### src/rtl/mac_seq_ctrl_if.sv
// Operand, mac and result signals of one mac_seq_ctrl sequencer.
// slave is the controller's view; master is the host/mac side.
interface mac_seq_ctrl_if #(
   parameter int D_W     = 4,
   parameter int D_W_ACC = 8,
   parameter int LEN_W   = 8
);
   logic               start;
   logic [LEN_W-1:0]   len;
   logic               in_valid;
   logic               in_ready;
   logic [D_W-1:0]     in_a;
   logic [D_W-1:0]     in_b;
   logic [D_W-1:0]     mac_a;
   logic [D_W-1:0]     mac_b;
   logic               mac_init;
   logic [D_W_ACC-1:0] mac_result;
   logic               out_valid;
   logic               out_ready;
   logic [D_W_ACC-1:0] out_data;
   logic               busy;

   modport slave (
      input  start, len, in_valid, in_a, in_b, mac_result, out_ready,
      output in_ready, mac_a, mac_b, mac_init, out_valid, out_data, busy
   );

   modport master (
      output start, len, in_valid, in_a, in_b, mac_result, out_ready,
      input  in_ready, mac_a, mac_b, mac_init, out_valid, out_data, busy
   );
endinterface

### src/rtl/mac_seq_ctrl.sv
// Sequencer for one accumulating mac: one dot product per start command.
// Operand pairs stream through to the mac combinationally; the first beat
// carries the initialize strobe, the final sum is captured one cycle after
// the last beat and offered on a valid/ready result port.
module mac_seq_ctrl #(
   parameter int D_W     = 4,
   parameter int D_W_ACC = 8,
   parameter int LEN_W   = 8
) (
   input  logic                clk,
   input  logic                rst_n,
   mac_seq_ctrl_if.slave       bus
);

   typedef enum logic [1:0] {IDLE, RUN, DRAIN, DONE} state_t;

   state_t             state_q, state_d;
   logic [LEN_W-1:0]   beat_cnt_q, beat_cnt_d;
   logic [LEN_W-1:0]   len_q, len_d;
   logic [D_W_ACC-1:0] out_data_q, out_data_d;
   logic               beat;

   // Operand path: only an accepted RUN beat reaches the mac; bubbles feed
   // zeros so the accumulator holds its value.
   always_comb begin
      beat         = (state_q == RUN) && bus.in_valid;
      bus.in_ready = (state_q == RUN);
      bus.mac_a    = beat ? bus.in_a : {D_W{1'b0}};
      bus.mac_b    = beat ? bus.in_b : {D_W{1'b0}};
      bus.mac_init = beat && (beat_cnt_q == '0);
      bus.out_valid = (state_q == DONE);
      bus.out_data  = out_data_q;
      bus.busy      = (state_q != IDLE);
   end

   // Next-state logic; beat_cnt stops at len_q so len = 2^LEN_W-1 never wraps.
   always_comb begin
      state_d    = state_q;
      beat_cnt_d = beat_cnt_q;
      len_d      = len_q;
      out_data_d = out_data_q;
      case (state_q)
         IDLE: begin
            if (bus.start) begin
               len_d      = bus.len;
               beat_cnt_d = '0;
               if (bus.len != '0) begin
                  state_d = RUN;
               end else begin
                  out_data_d = '0;
                  state_d    = DONE;
               end
            end
         end
         RUN: begin
            if (beat) begin
               beat_cnt_d = beat_cnt_q + 1'b1;
               if (beat_cnt_q == len_q - 1'b1) begin
                  state_d = DRAIN;
               end
            end
         end
         DRAIN: begin
            // The mac registered the final sum at the last beat's edge.
            out_data_d = bus.mac_result;
            state_d    = DONE;
         end
         DONE: begin
            if (bus.out_ready) begin
               state_d = IDLE;
            end
         end
         default: state_d = IDLE;
      endcase
   end

   // State and datapath registers; reset discards any command in flight.
   always_ff @(posedge clk or negedge rst_n) begin
      if (!rst_n) begin
         state_q    <= IDLE;
         beat_cnt_q <= '0;
         len_q      <= '0;
         out_data_q <= '0;
      end else begin
         state_q    <= state_d;
         beat_cnt_q <= beat_cnt_d;
         len_q      <= len_d;
         out_data_q <= out_data_d;
      end
   end

endmodule

### src/flat_wrapper.sv
// flat-port wrapper written by rule: the top's interface ports become plain ports
module mac_seq_ctrl_flat 
#(
   parameter int D_W     = 4,
   parameter int D_W_ACC = 8,
   parameter int LEN_W   = 8
)
  (clk, rst_n, bus_start, bus_len, bus_in_valid, bus_in_a, bus_in_b, bus_mac_result, bus_out_ready, bus_in_ready, bus_mac_a, bus_mac_b, bus_mac_init, bus_out_valid, bus_out_data, bus_busy);
  mac_seq_ctrl_if #(.D_W(D_W), .D_W_ACC(D_W_ACC), .LEN_W(LEN_W)) bus_i ();
  input  logic clk;
  input  logic rst_n;
  input wire logic [$bits(bus_i.start)-1:0] bus_start;
  input wire logic [$bits(bus_i.len)-1:0] bus_len;
  input wire logic [$bits(bus_i.in_valid)-1:0] bus_in_valid;
  input wire logic [$bits(bus_i.in_a)-1:0] bus_in_a;
  input wire logic [$bits(bus_i.in_b)-1:0] bus_in_b;
  input wire logic [$bits(bus_i.mac_result)-1:0] bus_mac_result;
  input wire logic [$bits(bus_i.out_ready)-1:0] bus_out_ready;
  output wire logic [$bits(bus_i.in_ready)-1:0] bus_in_ready;
  output wire logic [$bits(bus_i.mac_a)-1:0] bus_mac_a;
  output wire logic [$bits(bus_i.mac_b)-1:0] bus_mac_b;
  output wire logic [$bits(bus_i.mac_init)-1:0] bus_mac_init;
  output wire logic [$bits(bus_i.out_valid)-1:0] bus_out_valid;
  output wire logic [$bits(bus_i.out_data)-1:0] bus_out_data;
  output wire logic [$bits(bus_i.busy)-1:0] bus_busy;
  assign bus_i.start = bus_start;
  assign bus_i.len = bus_len;
  assign bus_i.in_valid = bus_in_valid;
  assign bus_i.in_a = bus_in_a;
  assign bus_i.in_b = bus_in_b;
  assign bus_i.mac_result = bus_mac_result;
  assign bus_i.out_ready = bus_out_ready;
  assign bus_in_ready = bus_i.in_ready;
  assign bus_mac_a = bus_i.mac_a;
  assign bus_mac_b = bus_i.mac_b;
  assign bus_mac_init = bus_i.mac_init;
  assign bus_out_valid = bus_i.out_valid;
  assign bus_out_data = bus_i.out_data;
  assign bus_busy = bus_i.busy;
  mac_seq_ctrl #(.D_W(D_W), .D_W_ACC(D_W_ACC), .LEN_W(LEN_W)) u_core (.clk(clk), .rst_n(rst_n), .bus(bus_i));
endmodule
### config.mk
export PLATFORM = sky130hd
export DESIGN_NAME = mac_seq_ctrl_flat
export DESIGN_NICKNAME = d
export VERILOG_FILES = /design/src/rtl/mac_seq_ctrl_if.sv /design/src/rtl/mac_seq_ctrl.sv /design/src/flat_wrapper.sv
export SDC_FILE = /design/constraint.sdc
export NUM_CORES = 1
export LEC_CHECK = 0
export ABC_CLOCK_PERIOD_IN_PS = 2600
export BUFFER_PORTS_ARGS = -buffer_cell sky130_fd_sc_hd__buf_2
export CAP_MARGIN = 20
export CORE_ASPECT_RATIO = 0.75
export CORE_UTILIZATION = 40
export CTS_BUF_LIST = sky130_fd_sc_hd__clkbuf_16
export DETAILED_ROUTE_END_ITERATION = 10
export PLACE_DENSITY = 0.72
export SETUP_SLACK_MARGIN = 0.5
export SYNTH_ARGS = -nofsm -noshare
export SYNTH_HDL_FRONTEND = slang
export SYNTH_SLANG_ARGS = --single-unit
### constraint.sdc
create_clock -name clk -period 2.6 [get_ports clk]
set_input_delay 0.52 -clock clk [delete_from_list [all_inputs] [get_ports clk]]
set_output_delay 0.52 -clock clk [all_outputs]
set_load 0.05 [all_outputs]
==> results of run 1 <==
[through the flow]
stage | hold slack (ps) | utilization [%] | power [uW] | cell area, um^2 | setup slack (ps)
after global routing | 296 | 56.3 | 2680 | 2070 | 416
after CTS | 275 | 54.4 | 2410 | 2000 | 509
after detailed placement | 474 | 50.7 | 1980 | 1870 | 494
after global placement | 468 | 50.7 | 1960 | 1870 | 540
after floorplan | 224 | - | 1720 | 1580 | 513
final | 247 | 56.3 | 2510 | 2070 | 514
[cells by family (layout without fill, tap and decap cells)]
kind of cell / Yosys count / count (layout)
buffers and inverters: 15 / 74
muxes: 11 / 11
and+or+nand+nor: 61 / 61
xor gates and xnor gates: 16 / 16
AOI/OAI and AO/OA: 25 / 25
DFF: 26 / 26
adders and majority gates: 7 / 7
[flip-flops by register name (all words and copies together) (netlist names)]
name	cells
u_core.state_q	2
u_core.beat_cnt_q	8
u_core.len_q	8
u_core.bus.out_data	8
[power groups by stage]
stage | Clock (uW) | Sequential, uW | Combinational, uW
4_1_cts | 345 | 689 | 1380
2_1_floorplan | 0 | 753 | 964
6_report | 338 | 688 | 1480
3_5_place_dp | 0 | 701 | 1280
5_1_grt | 364 | 711 | 1610
3_3_place_gp | 0 | 700 | 1260
[worst max-delay path, delay by kind of cell, from the launching register on]
family	cells	cell delay, ps
and+or+nand+nor	3	490
buffers and inverters	2	270
adders and majority gates	1	130
DFF	1	420
[routing by layer]
metal / vias to the layer above / share of wire [%]
li1: 671 / -
met1: 634 / 49
met2: 31 / 46
met3: 2 / 5.2
met4: 0 / 0.26
met5: - / 0
[cells in the final DEF, fill, tap and decap left out, types with 4 or more instances in the layout]
cell,instances
xnor2_1,10
inv_1,8
a21oi_1,4
o21ai_1,12
dfrtp_1,23
buf_4,12
ha_1,5
nor2_1,12
nand2_1,22
and3_1,9
mux2_2,8
xor2_1,6
buf_2,47
[layout make-up]
type	instances	share of cell area, %
clock inverters	1	0.181
repair buffers	60	16.2
inverters	10	1.81
flip-flops and latches	26	31.6
clock buffers	3	3.62
well taps	52	3.14
multi-input cells	120	43.5
[worst paths after layout]
kind | slack, ps | start | end | depth (start not counted)
worst max-delay path | 510 | u_core.beat_cnt_q[0] | bus_mac_init | 6
worst min-delay path | 250 | rst_n | u_core.beat_cnt_q[4] | 1
worst max register to register | 620 | u_core.state_q[1] | u_core.beat_cnt_q[7] | 8
worst min register to register | 480 | u_core.bus.out_data[1] | u_core.bus.out_data[1] | 2
max in group asynchronous | 1950 | rst_n | u_core.beat_cnt_q[1] | 1
min in group clk | 480 | u_core.bus.out_data[1] | u_core.bus.out_data[1] | 2
[repair_timing]
item	CTS	global route
buffers inserted	3	7
resized for setup	10	2
setup endpoints to repair	1	5
pin swaps	2	1
==> metrics.txt, run 1 <==
TritonCTS clock tree=built; total track usage=18.3%; flops & latches, synth=26; RSZ-0062 raised after global routing=true; sequential share of power=27.4%; Avg Vias per Cell=4.92; Power Internal=1370 uW; Post-synth ARST share=100%; antenna cell count=0; P per Cell Area=1210 mW/mm^2; Net count, final=257; minimum clock period after layout=2090 ps; Initial DRC Count=112; Req. time, crit path=2080 ps; clock-pin transition on the worst setup and hold timing paths=60 ps; DRT Wirelength=3520 um; CTS Buf Count=3; Placed Instances=257; Mapped Nets=197; Root Driver=clkbuf_16; grt total ovfl=0; Max Slew Vio Count=0; Area contributors post-synth=dfrtp_1 42%, mux2_2 5.8%, ha_1 5.7%; GR met1 Demand/Resource=27.5%; Area Growth Syn to Fin=34.5%; Syn Std Cell Area=0.00154 mm^2; met2 usage=27.3%; CP Max Fanout=2; Final Setup Violations=0; Port Buffers=48; Hold WC Path Type=in -> async; crit path max-delay cell type=dfrtp_2; Synth Area in Compound Gates=11.5%; DIE HEIGHT=55.8 um; Rows=19; WL/cell=12.9 um; most frequent cell after synthesis=dfrtp_1; Multi-input gate area=901 um^2; number of max-cap violations=0; Mapped Cells=161; Reg area=654 um^2; Top FF cell, synth=dfrtp_1; Comb power frac=59.1%; core area=0.00368 mm^2; largest net degree at the start of global routing=27; Sw Share=45.3%; VDD IR-drop max=658 uV; Final period util=80.2%; setup TNS=0 ps; hold buffers post-CTS=0; Critical Path Start Type=flop; Syn. warnings=0; clock latency at the later pin of the worst-skew pair=260 ps; EDFF count, synth=0; delay of the slowest critical-path stage=420 ps; Netlist cell types=32; most frequent cells after synthesis=26 x dfrtp_1, 22 x nand2_1, 12 x nor2_1, 12 x o21ai_1; share of the yosys chip area belonging to registers=42.2%; grt met3 use=4.17%; Switching Power=1140 uW; CP Class=reg -> out; Synth area leader=dfrtp_1; critical path, cell by cell=inv_2 > ha_4 > nor4b_4 > nand3_2 > nor4_4 > buf_6; full die area=0.00411 mm^2; Max Root-Sink Buffers=2; worst rel slew slack=62.6%; Clock Skew=3.03 ps; DIE WIDTH=73.7 um; layout cells sized above 1=40.0%; number of global-route vias before repair=1229; Post-Synth Adder-Cell Area=5.68%; Avg Inst Size Synth=9.57 um^2; I/O pins=49; antenna violations before repair=0; Synth Area in XOR/XNOR=9.09%; final hold violations=0; DRC viols=0; first-pass GRT wire length=5840 um; filler cell count=333; Synth Area in Simple Gates=19.9%; Routability Congestion=0.790; post-detailed-route count of antenna-violating nets=0; dpl hpwl=2520 um; Sink Count=26; starting density of the core=41.8%; H-tree depth=1; status=finished clean; worst slew pin tran=562 ps; Top Usage Layer GRT=met1; Non-Filler Instances=272; first-pass detailed-route iteration total=4; post-synth top area share=42.2%; leakage=0.00101 uW; clock share of power=13.5%; Critical Path AT=1570 ps; main combinational cell family by area after synthesis=simple AND/OR/NAND/NOR gates; Crit. End Element=output port; mux contribution to synthesized area=7.79%; Max Fclk=0.479 GHz; Via Count=1338
No activity file was read; power rests on OpenSTA's default activity.
==> inputs of run 2 (changes only) <==
Settings changed: ABC_CLOCK_PERIOD_IN_PS 2600 to 1700, PLACE_DENSITY 0.72 to 0.75.
Clock period 2.6 ns to 1.7 ns, I/O delays scaled along.
==> metrics.txt, run 2 (synthesis results as in run 1) <==
status=finished, violations left; failing checks=negative setup slack; Max Fclk=0.471 GHz; TritonCTS clock tree=built; core area=0.00368 mm^2 (unchanged); number of max-cap violations=0 (unchanged); Sink Count=26 (unchanged); antenna violations before repair=1 (+1); total track usage=27.7% (+9.4 points); DIE HEIGHT=55.8 um (unchanged); clock-pin transition on the worst setup and hold timing paths=70 ps (about the same); post-route setup slack=-425 ps (-939 ps); Reg-to-Reg Start=u_core.len_q[2]; Crit. End Element=output port; Reg area=652 um^2 (-0.38%); Final Setup Violations=28 (+28); Rows=19 (unchanged); DRT Wirelength=7000 um (+99%); Top delay family on crit path=simple AND/OR/NAND/NOR gates; Final period util=125%; number of global-route vias before repair=1708 (+39%); delay of the slowest critical-path stage=400 ps (-20 ps); starting density of the core=41.8% (unchanged); most common cell after layout, fill and taps aside=buf_4; Final Util=82.3% (+26 points); most frequent cells in the layout=33 x buf_4, 32 x buf_6, 28 x buf_2; leakage=0.00140 uW (+39%); post-detailed-route count of antenna-violating nets=0 (unchanged); Max Root-Sink Buffers=2 (unchanged); final hold violations=0 (unchanged); critical path, cell by cell=inv_1 > ha_4 > nor4b_4 > nand3_2 > nor4_4 > buf_6; Port Buffers=48 (unchanged); dpl hpwl=2900 um (+15%); clock latency at the later pin of the worst-skew pair=260 ps (about the same); Critical Path AT=1780 ps (+210 ps); Req. time, crit path=1360 ps (-720 ps); Area Growth Syn to Fin=96.8%; Via Count=1802 (+35%); worst rel slew slack=60.0% (-2.6 points); Critical Path Start Type=flop; Avg Vias per Cell=5.68 (+16%); Root Driver=clkbuf_16; layout cells sized above 1=68.2% (+28 points); CP Class=reg -> out; Buf/Inv on CP=2 (unchanged); Clock Skew=2.85 ps (-0.183 ps); P per Cell Area=1980 mW/mm^2 (+64%); VDD IR-drop max=1550 uV (+140%); Routability Congestion=0.787 (-0.37%); Worst setup startpoint=u_core.beat_cnt_q[1]; DRC viols=0 (unchanged); grt total ovfl=0 (unchanged); crit path max-delay cell type=dfrtp_1; I/O pins=49 (unchanged); Initial DRC Count=229 (+100%); first-pass GRT wire length=8550 um (+46%); largest net degree at the start of global routing=27 (unchanged); full die area=0.00411 mm^2 (unchanged); H-tree depth=1 (unchanged); filler cell count=167 (-50%); CP Max Fanout=2 (unchanged); Placed Instances=282 (+9.7%); Hold WC Path Type=in -> async; minimum clock period after layout=2120 ps; DIE WIDTH=73.7 um (unchanged); Net count, final=302 (+18%); Place WS=-78.5 ps (-572 ps); worst slew pin tran=600 ps (+38.6 ps); first-pass detailed-route iteration total=7 (+3); CTS Buf Count=3 (unchanged); Non-Filler Instances=317 (+17%); RSZ-0062 raised after global routing=true; WL/cell=22.1 um (+71%); Max Slew Vio Count=0 (unchanged); Multi-input gate area=0.00124 mm^2 (+38%)
[run 2: cell count changes in the layout (fill, tap and decap cells not counted), moves of 6 or more]
cell / delta
buf_4: +21
mux2_4: +8
inv_1: -6
nand2_1: -10
and3_1: -8
mux2_2: -8
buf_2: -19
o21ai_2: +8
and3_4: +8
buf_6: +31
buf_8: +10
o21ai_1: -9
nand2_4: +8
[run 2: final timing paths]
check,to,slack [ps],cells past startpoint
max in group asynchronous,u_core.len_q[2],1190,1
max,bus_mac_init,-420,6
min reg2reg,u_core.len_q[7],560,1
min,u_core.beat_cnt_q[1],80,1
min in group clk,u_core.len_q[1],330,2
max reg2reg,u_core.state_q[0],-290,6
[run 2: final cells by class]
class / count / area share (%)
multi-input combinational: 120 / 40.9
timing repair buffer: 105 / 31.2
antenna: 1 / 0.0825
sequential: 26 / 21.5
clock buffer: 3 / 2.47
inverter: 10 / 1.69
tap: 52 / 2.14
[run 2: stage by stage]
stage               power (uW)  setup TNS (ps)  hold slack, ps  instance area, um^2
floorplan                 2790            -608            44.4                 1660
global placement          3510           -66.0             373                 2150
detailed placement        3560            -236             373                 2150
CTS                       5170            -967            98.4                 2770
global route              6200           -4420             132                 3030
finish                    6020           -3420            79.5                 3030
[run 2: what timing repair did]
action | 4_1_cts | 5_1_grt
pin swaps | 34 | 10
gates cloned | 3 | 0
gates resized for setup | 107 | 38
hold buffers | 0 | 0
buffers inserted | 17 | 11
setup endpoints to repair | 45 | 46
[run 2: worst reg2reg max path: cells and delay by family, from the launching register on]
kind / cells / cell delay [ps]
compound gates: 2 / 490
flops: 1 / 470
simple gates: 2 / 380
mux: 1 / 300
xor+xnor: 1 / 250
[run 2: layer usage]
layer	wire length, um	GRT usage [%]	up-vias
li1	-	-	772
met1	2910	40.6	903
met2	3380	41.7	102
met3	486	5.07	25
met4	225	7.69	0
met5	0	0	-
[run 2: where the power goes]
part / internal, uW / total (uW) / leakage [uW] / switching (uW)
registers: 825 / 1060 / 0.000337 / 237
clock network: 313 / 535 / 0.0000370 / 222
logic: 2210 / 4420 / 0.00103 / 2220
==> inputs of run 3 (changes only) <==
Settings changed: SETUP_SLACK_MARGIN 0.5 to not set.
==> metrics.txt, run 3 (synthesis results as in run 1) <==
RSZ-0062 raised after global routing=true; most frequent cells in the layout=36 x buf_2, 27 x buf_4, 26 x dfrtp_1; total track usage=21.7% (-6.0 points); Via Count=1520 (-16%); Critical Path AT=1630 ps (-150 ps); filler cell count=251 (+50%); TritonCTS clock tree=built; Initial DRC Count=81 (-65%); first-pass detailed-route iteration total=4 (-3); Worst setup startpoint=u_core.beat_cnt_q[1]; number of max-cap violations=0 (unchanged); H-tree depth=1 (unchanged); Root Driver=clkbuf_16; Final Util=71.0% (-11 points); Final period util=116% (-9.0 points); Max Root-Sink Buffers=2 (unchanged); VDD IR-drop max=1160 uV (-25%); failing checks=negative setup slack; leakage=0.00122 uW (-13%); Max Fclk=0.507 GHz (+7.8%); clock latency at the later pin of the worst-skew pair=260 ps (about the same); Critical Path Start Type=flop; most common cell after layout, fill and taps aside=buf_2; clock-pin transition on the worst setup and hold timing paths=70 ps (about the same); delay of the slowest critical-path stage=380 ps (-20 ps); Placed Instances=283 (+0.35%); WL/cell=15.0 um (-32%); I/O pins=49 (unchanged); CP Max Fanout=2 (unchanged); post-route setup slack=-271 ps (+154 ps); Req. time, crit path=1360 ps (about the same); starting density of the core=41.8% (unchanged); minimum clock period after layout=1970 ps (-154 ps); core area=0.00368 mm^2 (unchanged); Avg Vias per Cell=5.08 (-11%); Net count, final=284 (-6.0%); Reg area=651 um^2 (-0.19%); CP Class=reg -> out; P per Cell Area=1880 mW/mm^2 (-5.1%); DIE HEIGHT=55.8 um (unchanged); Sink Count=26 (unchanged); Area Growth Syn to Fin=69.8%; hold slack=83.0 ps (+3.53 ps); largest net degree at the start of global routing=27 (unchanged); status=finished, violations left; antenna violations before repair=0 (-1); layout cells sized above 1=57.9% (-10 points); DIE WIDTH=73.7 um (unchanged); critical path, cell by cell=inv_1 > ha_1 > nor4b_4 > nand3_1 > nor4_4 > buf_6; Place WS=-73.1 ps (+5.41 ps); crit path max-delay cell type=dfrtp_1; total power draw=4930 uW (-18%); Multi-input gate area=0.00107 mm^2 (-14%); dpl hpwl=2770 um (-4.3%); CTS Buf Count=3 (unchanged); worst rel slew slack=60.0% (about the same); Rows=19 (unchanged); Port Buffers=48 (unchanged); Reg-to-Reg Start=u_core.state_q[0]; Max Slew Vio Count=0 (unchanged); Crit. End Element=output port; Hold WC Path Type=in -> async; final hold violations=0 (unchanged); Non-Filler Instances=299 (-5.7%); DRT Wirelength=4480 um (-36%); Routability Congestion=0.834 (+5.9%); worst slew pin tran=600 ps (-0.775 ps); antenna cell count=0 (-1); grt total ovfl=0 (unchanged); number of global-route vias before repair=1408 (-18%); Final Setup Violations=23 (-18%); first-pass GRT wire length=6790 um (-21%); post-detailed-route count of antenna-violating nets=0 (unchanged); full die area=0.00411 mm^2 (unchanged); DRC viols=0 (unchanged); Clock Skew=1.98 ps (-0.865 ps)
## run 3: cell count changes in the layout (fill, tap and decap cells not counted), moves of 3 or more
cell	before	now
ha_4	6	3
nand3_1	1	4
mux2_2	0	8
mux2_4	8	0
nand2_1	12	15
buf_4	33	27
buf_2	28	36
buf_6	32	13
nand3_2	3	0
ha_1	1	4
## run 3: path summary, 6_finish.rpt
kind	endpoint	slack, ps	cells after the start
worst min-delay path	u_core.beat_cnt_q[4]	80	1
worst min register to register	u_core.bus.out_data[0]	500	2
worst max-delay path	bus_mac_init	-270	6
worst max register to register	u_core.beat_cnt_q[7]	-110	8
max in group asynchronous	u_core.bus.out_data[6]	1230	1
min in group clk	u_core.len_q[2]	330	2
## run 3: critical path: cells and delay by family, from the launching register on
kind | cells | cell delay [ps]
AND/OR/NAND/NOR | 3 | 580
flip-flops | 1 | 380
buffers and inverters | 2 | 270
adder cells (fa/ha/maj) | 1 | 140
## run 3: area by class of cell
type / count / share of cell area [%]
flip-flops and latches: 26 / 24.9
well taps: 52 / 2.49
repair buffers: 87 / 27.1
clock buffers: 3 / 2.87
multi-input cells: 120 / 40.9
clock inverters: 1 / 0.143
inverters: 10 / 1.67
## run 3: report_power, final
| part | internal [uW] | total, uW | switching [uW] |
|---|---|---|---|
| Clock | 315 | 529 | 214 |
| Combinational | 1670 | 3380 | 1720 |
| Sequential | 823 | 1020 | 193 |
## run 3: what timing repair did
item                       CTS  global route
resized for setup           45            35
pin swaps                   11            15
cloned                       1             1
setup endpoints to repair   15            28
setup buffers                7             3
hold buffers                 0             0
## run 3: layer usage
metal | track usage [%] | wire (um)
met1 | 31.1 | 2010
met2 | 34.1 | 2230
met3 | 3.99 | 176
met4 | 4.95 | 72
met5 | 0 | 0
## run 3: metrics by stage
step                      instance area (um^2)  TNS [ps]
after floorplan                           1650      -450
after global placement                    2140     -79.3
after detailed placement                  2140      -232
after CTS                                 2430      -579
after global routing                      2620     -3020
final                                     2620     -1550
